==> config.mk <==
export PLATFORM = sky130hd
export DESIGN_NAME = fetch_ctrl
export DESIGN_NICKNAME = d
export VERILOG_FILES = /design/src/rtl/fetch_pkg.sv /design/src/rtl/fetch_queue.sv /design/src/rtl/fetch_ctrl.sv
export SDC_FILE = /design/constraint.sdc
export NUM_CORES = 1
export LEC_CHECK = 0
export BUFFER_PORTS_ARGS = -buffer_cell sky130_fd_sc_hd__buf_2
export CORE_UTILIZATION = 30
export CTS_BUF_LIST = sky130_fd_sc_hd__clkbuf_16
export DETAILED_ROUTE_END_ITERATION = 10
export GPL_TIMING_DRIVEN = 0
export PLACE_DENSITY = 0.57
export SLEW_MARGIN = 20
export SYNTH_ARGS = -nofsm -noshare
export SYNTH_HDL_FRONTEND = slang
export SYNTH_SLANG_ARGS = --single-unit
==> constraint.sdc <==
create_clock -name clk -period 2.02 [get_ports clk]
set_input_delay 0 -clock clk [delete_from_list [all_inputs] [get_ports clk]]
set_output_delay 0 -clock clk [all_outputs]
set_load 0.05 [all_outputs]
==> src/rtl/fetch_pkg.sv <==
// fetch_pkg: types and constants shared by the instruction-fetch controller
// and its queue.
//   fetch_state_t : fetch FSM states (FAULT is only entered in a build with
//                   FETCH_BOUNDS_EN defined)
//   addr_t        : 16-bit byte address
//   instr_t       : 16-bit instruction word
//   fetch_entry_t : one queue entry, instruction plus the address it came from
//   PC_STEP       : byte distance between sequential fetches
package fetch_pkg;

  typedef enum logic [1:0] {
    RUN   = 2'd0,
    HALT  = 2'd1,
    FAULT = 2'd2
  } fetch_state_t;

  typedef logic [15:0] addr_t;
  typedef logic [15:0] instr_t;

  typedef struct packed {
    instr_t instr;
    addr_t  pc;
  } fetch_entry_t;

  localparam addr_t PC_STEP = 16'd4;

endpackage

==> src/rtl/fetch_queue.sv <==
// fetch_queue: circular FIFO of fetched {instruction, pc} entries feeding
// decode. Flush empties the queue and wins over a same-cycle push or pop.
// The head entry is read straight from registered storage.
// Ports:
//   clk, reset_n : clock, asynchronous active-low reset
//   flush        : discard all entries
//   push         : write push_data at the tail (caller guarantees room)
//   push_data    : entry to write
//   pop          : drop the head entry (caller guarantees not empty)
//   count        : number of valid entries
//   head         : oldest entry (all zeros out of reset)
module fetch_queue
  import fetch_pkg::*;
#(
  parameter int QDEPTH = 2
) (
  input  logic                       clk,
  input  logic                       reset_n,
  input  logic                       flush,
  input  logic                       push,
  input  fetch_entry_t               push_data,
  input  logic                       pop,
  output logic [$clog2(QDEPTH+1)-1:0] count,
  output fetch_entry_t               head
);

  localparam int PW = (QDEPTH > 1) ? $clog2(QDEPTH) : 1;
  localparam int CW = $clog2(QDEPTH + 1);

  fetch_entry_t  mem [QDEPTH];
  logic [PW-1:0] rd_ptr;
  logic [PW-1:0] wr_ptr;

  // Pointers wrap explicitly so QDEPTH need not be a power of two.
  function automatic logic [PW-1:0] ptr_inc(input logic [PW-1:0] p);
    return (p == PW'(QDEPTH - 1)) ? '0 : p + 1'b1;
  endfunction

  // NOTE: state is updated with non-blocking assignments so every register
  // samples pre-edge values regardless of statement order.
  always_ff @(posedge clk or negedge reset_n) begin
    if (!reset_n) begin
      rd_ptr <= '0;
      wr_ptr <= '0;
      count  <= '0;
      // NOTE: storage is reset because the head is driven straight from it;
      // this keeps inst_data/inst_pc at zero out of reset.
      for (int i = 0; i < QDEPTH; i++) mem[i] <= '0;
    end else if (flush) begin
      rd_ptr <= '0;
      wr_ptr <= '0;
      count  <= '0;
    end else begin
      if (push) begin
        mem[wr_ptr] <= push_data;
        wr_ptr      <= ptr_inc(wr_ptr);
      end
      if (pop) rd_ptr <= ptr_inc(rd_ptr);
      count <= count + CW'(push) - CW'(pop);
    end
  end

  assign head = mem[rd_ptr];

endmodule

==> src/rtl/fetch_ctrl.sv <==
// fetch_ctrl: instruction-fetch controller. Owns the PC, addresses the
// combinational instruction ROM every cycle and queues fetched instructions
// toward decode with a valid/ready handshake. Handles branch redirects
// (flush + new PC) and halt/resume.
// Optional feature: define FETCH_BOUNDS_EN to stop on fetches beyond the
// ROM (FAULT state, fault=1). Without it the PC wraps modulo MEM_SIZE and
// fault is tied low.
// Ports:
//   clk, reset_n    : clock, asynchronous active-low reset
//   imem_addr       : ROM byte address, always the current PC
//   imem_instr      : ROM read data for imem_addr (same cycle)
//   redirect_valid  : taken branch/jump; redirect_pc is the target
//   halt_req/resume : stop fetching / restart at the current PC
//   inst_valid/inst_data/inst_pc/inst_ready : queue head toward decode
//   fault           : registered out-of-bounds fetch flag
module fetch_ctrl
  import fetch_pkg::*;
#(
  parameter int    MEM_SIZE = 1024,
  parameter int    QDEPTH   = 2,
  parameter addr_t RESET_PC = 16'h0000
) (
  input  logic        clk,
  input  logic        reset_n,
  output logic [15:0] imem_addr,
  input  logic [15:0] imem_instr,
  input  logic        redirect_valid,
  input  logic [15:0] redirect_pc,
  input  logic        halt_req,
  input  logic        resume,
  output logic        inst_valid,
  output logic [15:0] inst_data,
  output logic [15:0] inst_pc,
  input  logic        inst_ready,
  output logic        fault
);

  localparam int CW = $clog2(QDEPTH + 1);

  fetch_state_t  state, state_nxt;
  addr_t         pc, pc_nxt;
  addr_t         pc_seq;
  addr_t         redirect_target;
  logic [CW-1:0] count;
  fetch_entry_t  head;
  logic          pop;
  logic          room;
  logic          enq;
  logic          in_bounds;

`ifdef FETCH_BOUNDS_EN
  localparam logic [16:0] MEM_LIMIT = 17'(MEM_SIZE);
  // Widened by one bit so PC+3 cannot wrap past the comparison.
  assign in_bounds = ({1'b0, pc} + 17'd3) < MEM_LIMIT;
  assign pc_seq    = pc + PC_STEP;
  assign fault     = (state == FAULT);
`else
  localparam addr_t ADDR_MASK = addr_t'(MEM_SIZE - 1);
  assign in_bounds = 1'b1;
  assign pc_seq    = (pc + PC_STEP) & ADDR_MASK;
  assign fault     = 1'b0;
`endif

  assign redirect_target = redirect_pc & 16'hFFFC;
  assign inst_valid      = (count != '0);
  assign pop             = inst_valid & inst_ready;
  // A same-cycle pop frees a slot, so a full queue can still accept.
  assign room            = (count < CW'(QDEPTH)) | pop;

  // NOTE: every signal driven here gets a default first, so no path through
  // the case leaves one unassigned and no latch is inferred.
  always_comb begin
    state_nxt = state;
    pc_nxt    = pc;
    enq       = 1'b0;
    if (redirect_valid) begin
      pc_nxt = redirect_target;
      if (state != HALT) state_nxt = RUN;
    end else begin
      unique case (state)
        RUN: begin
          if (!in_bounds) begin
            state_nxt = FAULT;
          end else if (halt_req) begin
            state_nxt = HALT;
          end else if (room) begin
            enq    = 1'b1;
            pc_nxt = pc_seq;
          end
        end
        HALT:    if (resume && !halt_req) state_nxt = RUN;
        FAULT:   state_nxt = FAULT;
        default: state_nxt = RUN;
      endcase
    end
  end

  always_ff @(posedge clk or negedge reset_n) begin
    if (!reset_n) begin
      state <= RUN;
      pc    <= RESET_PC;
    end else begin
      state <= state_nxt;
      pc    <= pc_nxt;
    end
  end

  // Redirect flushes; the queue gives flush priority over a same-cycle pop.
  fetch_queue #(.QDEPTH(QDEPTH)) u_queue (
    .clk       (clk),
    .reset_n   (reset_n),
    .flush     (redirect_valid),
    .push      (enq),
    .push_data ('{instr: imem_instr, pc: pc}),
    .pop       (pop),
    .count     (count),
    .head      (head)
  );

  assign imem_addr = pc;
  assign inst_data = head.instr;
  assign inst_pc   = head.pc;

endmodule

==> flow_summary.ini <==
[synthesis]
synthArstFlopShare = 1.00
yosysWarnings = 0
syn_area_um2 = 3750
synthXorXnorAreaFrac = 0.0117
synth_cells = 275
ys_ff_latch = 80
ys_seq_area_frac = 0.534
synth-edff-count = 0
synth_top_family_by_area = multiplexers
synth_ff_type = dfrtp_1
synthAdderAreaFrac = 0.0100
syn_avg_cell_area_um2 = 13.6
synth_compound_area_frac = 0.0347
ys_types = 33
synthMuxAreaShare = 0.300
synth-simple-area-share = 0.0694

[placement]
place_hpwl_mm = 5.75
place.port_buffers = 80
gp_congestion = 0.711
dp.cells = 528

[sta]
rsz0062_at_grt = false
max_slew_margin = 0.639
period_share = 0.864
tns_ps = 0
hold-worst-slack_ps = 97.5
setup_viol = 0
max_freq_ghz = 0.573
hold_viol = 0
worst_pin_slew_ps = 541
period_needed_ps = 1740
slew_viol_final = 0
finClkSkew_ps = 7.72

[critical_path]
cp_top_family = simple AND/OR/NAND/NOR gates
cp.arrival_ps = 1950
required_ps = 2230
cp_max_fo = 3
cp_num_buf_inv = 1
r2r_setup_slack_ps = 280
crit_path_end_kind = flop
critical_path_class = reg2reg
cp_common_cell = ha_1
slowest_stage = dfrtp_1
critPathLaunchType = flop
crit_chain = or2_2, and2_1, ha_1, inv_1, ha_1, xnor2_1, nor2_1
max_stage_delay_ps = 400

[pwr]
p_leak_nw = 2.48
power_mw = 7.92
power_density_nw_per_um2 = 1560
irDropWorstVdd_v = 0.000893

[die]
start_util = 0.310
fp-row-count = 40
dieArea_um2 = 12900
die_h_um = 114
core_area_um2 = 12100
die_w_um = 114
num_io_pins = 88

[routing]
firstDrtPassIters = 4
vias = 2514
drt_iter0_markers = 121
drc = 0
routed_wl_mm = 8.59
antenna_left = 0
wl_per_cell_um = 14.9
via_per_inst = 4.36

[finish]
final_nets = 445
layout-drive-gt1-share = 0.484
final_cell_mix = buf_2 (83), dfrtp_1 (80), mux2_2 (52)
fillers = 1194
n_antenna_cell = 0
finish.utilization = 0.419
instances_no_fill = 577
area_growth_pct = 35.3
final_common_cell = buf_2

[clocking]
cts.sinks = 80
ctsLongestPathBuffers = 2
clk_pin_slew_ps = 60
cts_made_buffers = 9
htreeDepth = 3
cts_tree = done
clock_latency_ps = 340
root_buffer = clkbuf_16
cts_setup_buffers = 0

[job]
cap_violations = 0

[global_route]
grt.total_usage = 0.144
grt_overflow = 0
grt_pass1_vias = 2612
grt_pass1_wl_mm = 13.8
antenna_found_initial = 0
grt_max_degree = 46

[worst_hold_path]
hp-class = in2reg

[run_status]
outcome = completed
[sequential cells by signal (all words and copies together), names as in the netlist]
register and flops:
imem_addr 14, u_queue.count 2, u_queue.mem 60, u_queue.wr_ptr 1
state 2, u_queue.rd_ptr 1
[synthesized netlist by cell type (3+ instances only)]
cell	number	area (µm²)
buf_1	4	15.0
nor2_1	6	22.5
and2_1	3	18.8
inv_1	5	18.8
o21ai_0	13	65.1
dfrtp_1	80	2000
nand2_1	23	86.3
xor2_1	3	26.3
o311ai_0	4	35.0
mux2_1	8	90.1
nand3_1	3	15.0
mux2_2	52	586
buf_4	8	60.1
nor2b_1	6	37.5
buf_6	3	33.8
ha_1	3	37.5
mux2_4	30	450
[repair_timing]
| item | 4_1_cts | 5_1_grt |
|---|---|---|
| endpoints found under the setup margin | 17 | 9 |
| endpoints found under the hold margin | 82 | 0 |
| hold buffers | 33 | 0 |
| resized for setup | 2 | 1 |
[metal layers]
layer  global-route usage  wire length [µm]
met2                0.230              4050
met1                0.187              4050
met3               0.0319               322
met5                    0                 0
met4               0.0701               165
[through the flow]
step / instance area [µm²] / setup slack (ps)
floorplan: 3760 / 202
global placement: 4370 / 307
detailed placement: 4400 / 262
CTS: 5070 / 10.4
global route: 5070 / 125
finish: 5070 / 275
[cells by family after synthesis]
logic type | count (synthesis)
AO/OA/AOI/OAI | 21
XOR/XNOR | 5
adder cells (fa/ha/maj) | 3
buffers and inverters | 24
flip-flops | 80
multiplexers | 90
other | 1
AND/OR/NAND/NOR | 51
[power by group]
part           switching (mW)  leakage, nW  internal (mW)  total [mW]
clock                   0.647        0.161           1.20        1.84
sequential              0.333         1.00           2.18        2.52
combinational            2.22         1.32           1.34        3.56
total                    3.20         2.48           4.72        7.92
[final cells by class]
class,instances,area (µm²),share of cell area
Multi-Input combinational cell,175,1620,0.319
Clock buffer,9,225,0.0444
Tap cell,168,210,0.0414
Sequential cell,80,2000,0.395
Buffer,18,126,0.0249
Timing Repair Buffer,114,761,0.150
Clock inverter,7,110,0.0217
Inverter,6,22.5,0.00444
[worst min-delay path, cell delays in order]
cell and delay [ps]:
buf_2 180, nor2b_1 70, o21ai_0 60, o311ai_1 80
[worst paths after layout]
| path | start | to | cells after the start |
|---|---|---|---|
| max in group asynchronous | reset_n | u_queue.mem[17] | 3 |
| worst max-delay path | u_queue.count[1] | u_queue.count[1] | 7 |
| worst min register to register | u_queue.mem[39] | u_queue.mem[39] | 1 |
| min in group asynchronous | reset_n | u_queue.count[0] | 2 |
| worst min-delay path | redirect_valid | imem_addr[5] | 4 |
| worst max register to register | u_queue.count[1] | u_queue.count[1] | 7 |
Power figures use the tool's default switching activity.
